### config.mk
export PLATFORM = sky130hd
export DESIGN_NAME = dma_bus_master_flat
export DESIGN_NICKNAME = d
export VERILOG_FILES = /design/src/rtl/dma_bus_master_if.sv /design/src/rtl/dma_bus_master.sv /design/src/flat_wrapper.sv
export SDC_FILE = /design/constraint.sdc
export NUM_CORES = 1
export LEC_CHECK = 0
export CAP_MARGIN = 40
export CORE_MARGIN = 4
export CORE_UTILIZATION = 54
export DETAILED_ROUTE_END_ITERATION = 16
export DONT_BUFFER_PORTS = 1
export PLACE_DENSITY = 0.77
export SLEW_MARGIN = 0
export SYNTH_ARGS = -nofsm -noshare
export SYNTH_HDL_FRONTEND = slang
export SYNTH_SLANG_ARGS = --single-unit
### constraint.sdc
create_clock -name clk_mem -period 3.6 [get_ports clk_mem]
set_input_delay 0.36 -clock clk_mem [delete_from_list [all_inputs] [get_ports clk_mem]]
set_output_delay 0.36 -clock clk_mem [all_outputs]
set_load 0.01 [all_outputs]
### src/rtl/dma_bus_master_if.sv
// Memory/IO bus between the DMA initiator and its responder/arbiter.
// One access in flight at a time; the responder completes it by raising bus_ready.
interface dma_bus_master_if #(
  parameter int ADDR_W = 28
);
  logic [ADDR_W-1:0] bus_addr;
  logic              bus_read;
  logic              bus_write;
  logic [1:0]        bus_width;
  logic [31:0]       bus_wdata;
  logic [31:0]       bus_rdata;
  logic              bus_ready;

  modport master (
    output bus_addr, bus_read, bus_write, bus_width, bus_wdata,
    input  bus_rdata, bus_ready
  );

  modport slave (
    input  bus_addr, bus_read, bus_write, bus_width, bus_wdata,
    output bus_rdata, bus_ready
  );
endinterface

### src/rtl/dma_bus_master.sv
// Single-channel DMA engine: copies COUNT halfwords/words, one read then one write per unit,
// and pulses done_irq once the last write has been accepted.
module dma_bus_master #(
  parameter int ADDR_W = 28,
  parameter int CNT_W  = 14
) (
  input  logic              clk_mem,
  input  logic              rst_n,
  input  logic [ADDR_W-1:0] cfg_src,
  input  logic [ADDR_W-1:0] cfg_dst,
  input  logic [CNT_W-1:0]  cfg_count,
  input  logic [1:0]        cfg_src_ctl,
  input  logic [1:0]        cfg_dst_ctl,
  input  logic              cfg_word,
  input  logic              start,
  input  logic              abort,
  output logic              busy,
  output logic              done_irq,
  dma_bus_master_if.master  bus
);

  typedef enum logic [1:0] {IDLE, READ, WRITE, DONE} state_e;

  localparam logic [CNT_W:0] REM_ONE  = {{CNT_W{1'b0}}, 1'b1};
  localparam logic [CNT_W:0] REM_FULL = {1'b1, {CNT_W{1'b0}}};

  state_e            state_q, state_d;
  logic [ADDR_W-1:0] src_q, src_d, dst_q, dst_d;
  logic [CNT_W:0]    rem_q, rem_d;
  logic [31:0]       data_q, data_d;
  logic              word_q, word_d;
  logic [1:0]        sctl_q, sctl_d, dctl_q, dctl_d;

  logic              busy_q, busy_d;
  logic              done_q, done_d;
  logic              rd_q, rd_d;
  logic              wr_q, wr_d;
  logic [1:0]        width_q, width_d;
  logic [ADDR_W-1:0] addr_q, addr_d;
  logic [31:0]       wdata_q, wdata_d;

  // Plain ADDR_W-bit arithmetic gives the required wrap in both directions.
  function automatic logic [ADDR_W-1:0] step_addr(input logic [ADDR_W-1:0] a,
                                                  input logic inc, input logic dec,
                                                  input logic word);
    logic [ADDR_W-1:0] d;
    d = word ? ADDR_W'(4) : ADDR_W'(2);
    if (inc)      return a + d;
    else if (dec) return a - d;
    else          return a;
  endfunction

  always_comb begin
    state_d = state_q;
    src_d   = src_q;
    dst_d   = dst_q;
    rem_d   = rem_q;
    data_d  = data_q;
    word_d  = word_q;
    sctl_d  = sctl_q;
    dctl_d  = dctl_q;

    case (state_q)
      IDLE: begin
        if (start) begin
          word_d  = cfg_word;
          sctl_d  = cfg_src_ctl;
          dctl_d  = cfg_dst_ctl;
          src_d   = cfg_src & ~(cfg_word ? ADDR_W'(3) : ADDR_W'(1));
          dst_d   = cfg_dst & ~(cfg_word ? ADDR_W'(3) : ADDR_W'(1));
          rem_d   = (cfg_count == '0) ? REM_FULL : {1'b0, cfg_count};
          state_d = READ;
        end
      end
      READ: begin
        if (abort) begin
          state_d = IDLE;
        end else if (bus.bus_ready) begin
          data_d  = word_q ? bus.bus_rdata : {bus.bus_rdata[15:0], bus.bus_rdata[15:0]};
          state_d = WRITE;
        end
      end
      WRITE: begin
        // An accepted write is committed even when abort arrives in the same cycle.
        if (bus.bus_ready) begin
          src_d   = step_addr(src_q, sctl_q == 2'b00, sctl_q == 2'b01, word_q);
          dst_d   = step_addr(dst_q, dctl_q == 2'b00 || dctl_q == 2'b11,
                              dctl_q == 2'b01, word_q);
          rem_d   = rem_q - REM_ONE;
          state_d = abort ? IDLE : ((rem_q == REM_ONE) ? DONE : READ);
        end else if (abort) begin
          state_d = IDLE;
        end
      end
      DONE:    state_d = IDLE;
      default: state_d = IDLE;
    endcase

    // Outputs are the registered image of the next state.
    busy_d  = (state_d != IDLE);
    done_d  = (state_d == DONE);
    rd_d    = (state_d == READ);
    wr_d    = (state_d == WRITE);
    width_d = (rd_d || wr_d) ? (word_d ? 2'b10 : 2'b01) : 2'b00;
    addr_d  = rd_d ? src_d : (wr_d ? dst_d : '0);
    wdata_d = wr_d ? data_d : 32'h0;
  end

  always_ff @(posedge clk_mem or negedge rst_n) begin
    if (!rst_n) begin
      state_q <= IDLE;
      src_q   <= '0;
      dst_q   <= '0;
      rem_q   <= '0;
      data_q  <= '0;
      word_q  <= 1'b0;
      sctl_q  <= 2'b00;
      dctl_q  <= 2'b00;
      busy_q  <= 1'b0;
      done_q  <= 1'b0;
      rd_q    <= 1'b0;
      wr_q    <= 1'b0;
      width_q <= 2'b00;
      addr_q  <= '0;
      wdata_q <= '0;
    end else begin
      state_q <= state_d;
      src_q   <= src_d;
      dst_q   <= dst_d;
      rem_q   <= rem_d;
      data_q  <= data_d;
      word_q  <= word_d;
      sctl_q  <= sctl_d;
      dctl_q  <= dctl_d;
      busy_q  <= busy_d;
      done_q  <= done_d;
      rd_q    <= rd_d;
      wr_q    <= wr_d;
      width_q <= width_d;
      addr_q  <= addr_d;
      wdata_q <= wdata_d;
    end
  end

  assign busy          = busy_q;
  assign done_irq      = done_q;
  assign bus.bus_read  = rd_q;
  assign bus.bus_write = wr_q;
  assign bus.bus_width = width_q;
  assign bus.bus_addr  = addr_q;
  assign bus.bus_wdata = wdata_q;

endmodule
### src/flat_wrapper.sv
// flat-port wrapper written by rule: the top's interface ports become plain ports
module dma_bus_master_flat 
#(
  parameter int ADDR_W = 28,
  parameter int CNT_W  = 14
)
  (clk_mem, rst_n, cfg_src, cfg_dst, cfg_count, cfg_src_ctl, cfg_dst_ctl, cfg_word, start, abort, busy, done_irq, bus_bus_addr, bus_bus_read, bus_bus_write, bus_bus_width, bus_bus_wdata, bus_bus_rdata, bus_bus_ready);
  dma_bus_master_if #(.ADDR_W(ADDR_W)) bus_i ();
  input  logic clk_mem;
  input  logic rst_n;
  input  logic [ADDR_W-1:0] cfg_src;
  input  logic [ADDR_W-1:0] cfg_dst;
  input  logic [CNT_W-1:0] cfg_count;
  input  logic [1:0] cfg_src_ctl;
  input  logic [1:0] cfg_dst_ctl;
  input  logic cfg_word;
  input  logic start;
  input  logic abort;
  output logic busy;
  output logic done_irq;
  output wire logic [$bits(bus_i.bus_addr)-1:0] bus_bus_addr;
  output wire logic [$bits(bus_i.bus_read)-1:0] bus_bus_read;
  output wire logic [$bits(bus_i.bus_write)-1:0] bus_bus_write;
  output wire logic [$bits(bus_i.bus_width)-1:0] bus_bus_width;
  output wire logic [$bits(bus_i.bus_wdata)-1:0] bus_bus_wdata;
  input wire logic [$bits(bus_i.bus_rdata)-1:0] bus_bus_rdata;
  input wire logic [$bits(bus_i.bus_ready)-1:0] bus_bus_ready;
  assign bus_bus_addr = bus_i.bus_addr;
  assign bus_bus_read = bus_i.bus_read;
  assign bus_bus_write = bus_i.bus_write;
  assign bus_bus_width = bus_i.bus_width;
  assign bus_bus_wdata = bus_i.bus_wdata;
  assign bus_i.bus_rdata = bus_bus_rdata;
  assign bus_i.bus_ready = bus_bus_ready;
  dma_bus_master #(.ADDR_W(ADDR_W), .CNT_W(CNT_W)) u_core (.clk_mem(clk_mem), .rst_n(rst_n), .cfg_src(cfg_src), .cfg_dst(cfg_dst), .cfg_count(cfg_count), .cfg_src_ctl(cfg_src_ctl), .cfg_dst_ctl(cfg_dst_ctl), .cfg_word(cfg_word), .start(start), .abort(abort), .busy(busy), .done_irq(done_irq), .bus(bus_i));
endmodule
==> impl_metrics.tcl, run 1 <==
set metrics [dict create \
    status "complete, but fails checks" \
    violations "hold timing" \
    ant_nets 0 \
    holdWs_ns -0.384 \
    htree_levels 4 \
    dpl.cell_count 1280 \
    worstPathArrival_ns 3.52 \
    synth_seq_cells 176 \
    routabilityCongestion 0.944 \
    die_h_um 146 \
    area_growth_pct 6.70 \
    utilization 0.585 \
    crit_fanout 7 \
    fin_cells 1312 \
    critPathLaunchType "register" \
    m1WireLength_um 11800 \
    pre_cts_ws_ns 0.561 \
    finalPower_mw 7.47 \
    fp.dieArea_um2 21300 \
    setup_tns_ns 0 \
    drc 0 \
    finalCritPeriodShare 0.877 \
    seq_area_um2 4410 \
    wl_met3_um 3180 \
    hpwl_um 19600 \
    cp_top_family "compound AO/OA/AOI/OAI gates" \
    wl_per_cell_um 22.3 \
    synth_fp_nets 1261 \
    crit_chain "inv_1, ha_1, nor2b_1, o2111ai_1, o31ai_1, nand3_1, o311ai_0, a22o_1" \
    ir_drop_uv 454 \
    synth_common_cells "dfrtp_1, a21oi_1, nand2_1" \
    max_slew_margin 0.344 \
    maxSlewViolCount 0 \
    clock_latency_ns 0.44 \
    synth_warnings 0 \
    drtIter0Drc 834 \
    grt_usage 0.271 \
    grt_overflow 0 \
    min-delay-path-class "in -> async" \
    rsz0062_at_grt "no" \
    n_antenna_cell 0 \
    p_leak_nw 4.42 \
    design.core.area_um2 18700 \
    power_density_nw_per_um2 683 \
    clock.fmax_mhz 317 \
    synth_flop_cell "dfrtp_1" \
    synth_edf_count 0 \
    port_buffers 0 \
    multiInputGateArea_um2 5320 \
    ioPinCount 178 \
    yosysUniqueCellTypes 71 \
    clkTransAtPathRegs_ns 0.08 \
    num_rows 50 \
    dr.pass1.iters 5 \
    postSynthAreaPerCell_um2 9.07 \
    antenna_found_initial 0 \
    worst_pin_slew_ns 0.972 \
    synth_area_leaders "dfrtp_1, a21oi_1, mux2i_1" \
    fin_area_um2 10900 \
    yosysMostFrequentCell "dfrtp_1" \
    slowest_delay_ns 0.65 \
    path_class "reg -> reg" \
    maxCapViolCount 0 \
    setup_viol 0 \
    cts-root-buf "clkbuf_16" \
    cts_sinks 176 \
    routed_wl_um 29300 \
    place_area_um2 10300 \
    clk_path_buf_depth 2 \
    start_util 0.548 \
    fill_cells 1604 \
    grt_max_degree 177 \
    setup_slack_ns 0.442 \
    fin_skew_ns 0.0167 \
    finalHoldViolCount 176 \
    vias_per_cell 6.71 \
    cts_tree "done" \
    syn_inst 1130 \
    grt_first_pass_wirelength_um 46300 \
    crit_required_ns 3.97 \
    synth-seq-area-share 0.430 \
    crit_slowest_cell "o311ai_0" \
    final_nets 1196 \
    wl_met2_um 13800 \
    critPathBufInv 1 \
    die_width_um 146 \
    yosys.area.top_type "dfrtp_1" \
    vias 8797 \
    cts-buffers-inserted 17 \
    crit_path_end_kind "register" \
    routed.top_layer "met4" \
    syn_area_um2 10300 \
    drive_gt1_frac 0.0872 \
    post-synth-top-area-fraction 0.430 \
    synthArstFlopShare 1.00 \
    fin_crit_ns 3.16 \
    first_global_vias 8454 \
]
-- power by group --
part,switching [mW],internal (mW)
registers,0.747,2.51
logic,1.33,0.921
clock network,0.987,0.975
total,3.06,4.40
-- cell families after synthesis --
family,after synthesis,share of synthesized area
and+or+nand+nor,399,0.205
AOI/OAI and AO/OA,347,0.231
DFF,176,0.430
buffers and inverters,134,0.0521
muxes,55,0.0560
adders and majority gates,19,0.0261
-- worst paths after layout --
path,depth (start not counted),startpoint,to,slack (ns)
setup / recovery,8,u_core.word_q,u_core.bus.bus_addr[22],0.44
hold / removal,0,rst_n,u_core.src_q[5],-0.38
setup reg to reg,8,u_core.word_q,u_core.bus.bus_addr[22],0.44
hold reg to reg,1,u_core.dst_q[0],u_core.dst_q[0],0.48
max in group asynchronous,0,rst_n,u_core.src_q[16],3.65
min in group clk_mem,2,cfg_src_ctl[1],u_core.sctl_q[1],0.03
-- timing repair --
item	CTS	global route
gates resized for setup	0	0
setup buffers	0	0
endpoints found under the hold margin	176	176
-- area by class of cell --
type	count	area share
Tap cell	234	0.0268
Sequential cell	176	0.403
Inverter	30	0.0103
Clock buffer	17	0.0389
Timing Repair Buffer	20	0.0149
Multi-Input combinational cell	820	0.487
Clock inverter	15	0.0198
-- sequential cells by signal, indices dropped and copies added, names as in the netlist --
| signal | cells |
|---|---|
| u_core.bus.bus_wdata | 32 |
| u_core.dctl_q | 2 |
| u_core.bus.bus_width | 2 |
| u_core.dst_q | 28 |
| u_core.sctl_q | 2 |
| u_core.done_irq | 1 |
| u_core.rem_q | 15 |
| u_core.src_q | 28 |
| u_core.bus.bus_read | 1 |
| u_core.state_q | 2 |
| u_core.word_q | 1 |
| u_core.bus.bus_write | 1 |
| u_core.bus.bus_addr | 28 |
| u_core.busy | 1 |
| u_core.data_q | 32 |
-- placed cells by master, fill, tap and decap left out, types with 24 or more instances in the layout --
cell and n:
a21oi_1 95, and2_1 39, dfrtp_1 175, inv_1 28
mux2i_1 36, nand2_1 89, nand3_1 31, nor2_1 82
nor3_1 24, o21ai_0 49, o22a_1 39, o22ai_1 41
-- per-layer routing --
metal | track usage | vias to the layer above
li1 | - | 4059
met4 | 0.0793 | 0
met5 | 0 | -
met1 | 0.363 | 4266
met3 | 0.0797 | 34
met2 | 0.429 | 438
(Power assumes the default switching activity.)
==> run 2: changes to the inputs <==
--- a/config.mk
+++ b/config.mk
@@ -5,13 +5,14 @@
 export SDC_FILE = /design/constraint.sdc
 export NUM_CORES = 1
 export LEC_CHECK = 0
+export BUFFER_PORTS_ARGS = -buffer_cell sky130_fd_sc_hd__buf_2
 export CAP_MARGIN = 40
 export CORE_MARGIN = 4
 export CORE_UTILIZATION = 54
 export DETAILED_ROUTE_END_ITERATION = 16
-export DONT_BUFFER_PORTS = 1
-export PLACE_DENSITY = 0.77
+export PLACE_DENSITY = 0.85
 export SLEW_MARGIN = 0
 export SYNTH_ARGS = -nofsm -noshare
 export SYNTH_HDL_FRONTEND = slang
 export SYNTH_SLANG_ARGS = --single-unit
+export TNS_END_PERCENT = 1
==> constraint.sdc (replaced) <==
create_clock -name clk_mem -period 3.6 [get_ports clk_mem]
set_input_delay 0.36 -clock clk_mem [delete_from_list [all_inputs] [get_ports clk_mem]]
set_output_delay 0.36 -clock clk_mem [all_outputs]
set_load 0.02 [all_outputs]
==> run 2 against run 1 <==
Net effect:
- critical path type unchanged
- sequential power is 2% lower
- clock skew down 0.0041 ns
- final cell count rose by 14%
- highest routed layer is now met5
- worst setup slack better by 0.025 ns
- register-to-register slack better by 0.02 ns
- wire length rose by 6.2%
- the flow now finishes without violations
- first-iteration DRC count increased by 3.7%
- combinational power increased by 19%
- fmax increased by 0.78%
- sequential cell count is the same
- clock power is essentially flat
==> impl_metrics.tcl, run 2 (synthesis gave the netlist of run 1 again) <==
set metrics [dict create \
    status "complete, no violations" \
    finalHoldViolCount 0 \
    routed_wl_um 31100 \
    cts_sinks 176 \
    grt_first_pass_wirelength_um 49800 \
    cts_resized 0 \
    antenna_found_initial 3 \
    place_area_um2 11200 \
    p_leak_nw 5.24 \
    ioPinCount 178 \
    fin_skew_ns 0.0126 \
    rsz0062_at_grt "no" \
    dr.pass1.iters 10 \
    postCtsSetupBuffers 0 \
    crit_required_ns 3.98 \
    clock_latency_ns 0.44 \
    critPathLaunchType "register" \
    fin_area_um2 11900 \
    ir_drop_uv 371 \
    htree_levels 4 \
    crit_fanout 7 \
    finalCritPeriodShare 0.870 \
    fill_cells 1527 \
    die_width_um 146 \
    clkTransAtPathRegs_ns 0.08 \
    cts-root-buf "clkbuf_16" \
    path_class "reg -> reg" \
    final_common_cell "dfrtp_1" \
    utilization 0.636 \
    min-delay-path-class "in -> reg" \
    worst_pin_slew_ns 0.914 \
    drc 0 \
    first_global_vias 9224 \
    num_rows 50 \
    maxSlewViolCount 0 \
    power_density_nw_per_um2 655 \
    final_cell_mix "dfrtp_1, buf_2, a21oi_1" \
    wl_per_cell_um 20.8 \
    final_nets 1381 \
    start_util 0.548 \
    ff2ff_path_depth 8 \
    drive_gt1_frac 0.220 \
    drtIter0Drc 865 \
    hpwl_um 21400 \
    cts-buffers-inserted 17 \
    max_slew_margin 0.389 \
    die_h_um 146 \
    fp.dieArea_um2 21300 \
    setup_tns_ns 0 \
    crit_path_end_kind "register" \
    vias 9618 \
    setup_viol 0 \
    port_buffers 175 \
    worstPathArrival_ns 3.51 \
    finalPower_mw 7.79 \
    fin_crit_ns 3.13 \
    maxCapViolCount 0 \
    reg2reg_slack_ns 0.47 \
    holdPathStages 3 \
    n_antenna_cell 0 \
    design.core.area_um2 18700 \
    area_growth_pct 16.0 \
    clk_path_buf_depth 2 \
    holdWs_ns 0.118 \
    grt_overflow 0 \
    grt_usage 0.291 \
    cts_tree "done" \
    routabilityCongestion 0.953 \
    grt_max_degree 78 \
    ant_nets 0 \
    vias_per_cell 6.42 \
    clock.fmax_mhz 319 \
]
run 2: cell types whose count changed in the layout (fill, tap and decap cells not counted):
cell / previous run / this run
inv_12: 5 / 4
buf_6: 0 / 1
buf_4: 19 / 28
buf_2: 0 / 174
dlygate4sd3_1: 0 / 1
inv_8: 1 / 2
run 2: critical path: stages (launching register included):
cell	delay, ns
dfrtp_1	0.38
inv_1	0.23
ha_1	0.30
nor2b_1	0.33
o2111ai_1	0.30
o31ai_1	0.58
nand3_1	0.12
o311ai_0	0.60
a22o_1	0.22
run 2: worst paths after layout:
kind | from | end
worst min-delay path | cfg_dst_ctl[0] | u_core.dctl_q[0]
max in group asynchronous | rst_n | u_core.state_q[1]
worst min register to register | u_core.src_q[0] | u_core.src_q[0]
worst max register to register | u_core.word_q | u_core.bus.bus_addr[22]
worst max-delay path | u_core.word_q | u_core.bus.bus_addr[22]
min in group asynchronous | rst_n | u_core.bus.bus_addr[5]
run 2: layout make-up:
type / count / area [µm²] / area share
Multi-Input combinational cell: 820 / 5320 / 0.448
Sequential cell: 176 / 4410 / 0.370
Timing Repair Buffer: 205 / 1120 / 0.0944
Clock buffer: 17 / 425 / 0.0358
Tap cell: 234 / 293 / 0.0246
Clock inverter: 15 / 211 / 0.0178
Inverter: 30 / 113 / 0.00947
run 2: report_power, final:
part           internal, mW  switching [mW]
clock network         0.970           0.978
logic                  1.04            1.62
registers              2.51           0.672
total                  4.52            3.27
run 2: routing by layer:
metal,wire length [µm],share of wire,track usage
met1,12600,0.41,0.394
met2,14500,0.47,0.462
met4,641,0.021,0.0836
met5,34,0.0011,0
met3,3300,0.11,0.0819
run 2: through the flow:
| stage | cells | worst slack (ns) |
|---|---|---|
| after floorplan | 1130 | 0.529 |
| after global routing | 1497 | 0.231 |
| after global placement | 1464 | 0.665 |
| after CTS | 1497 | 0.517 |
| after detailed placement | 1464 | 0.629 |
| final | 1497 | 0.467 |
run 2: repair_timing:
action | CTS | global route
hold buffers | 1 | 0
hold endpoints to repair | 58 | 0
setup endpoints to repair | 0 | 0
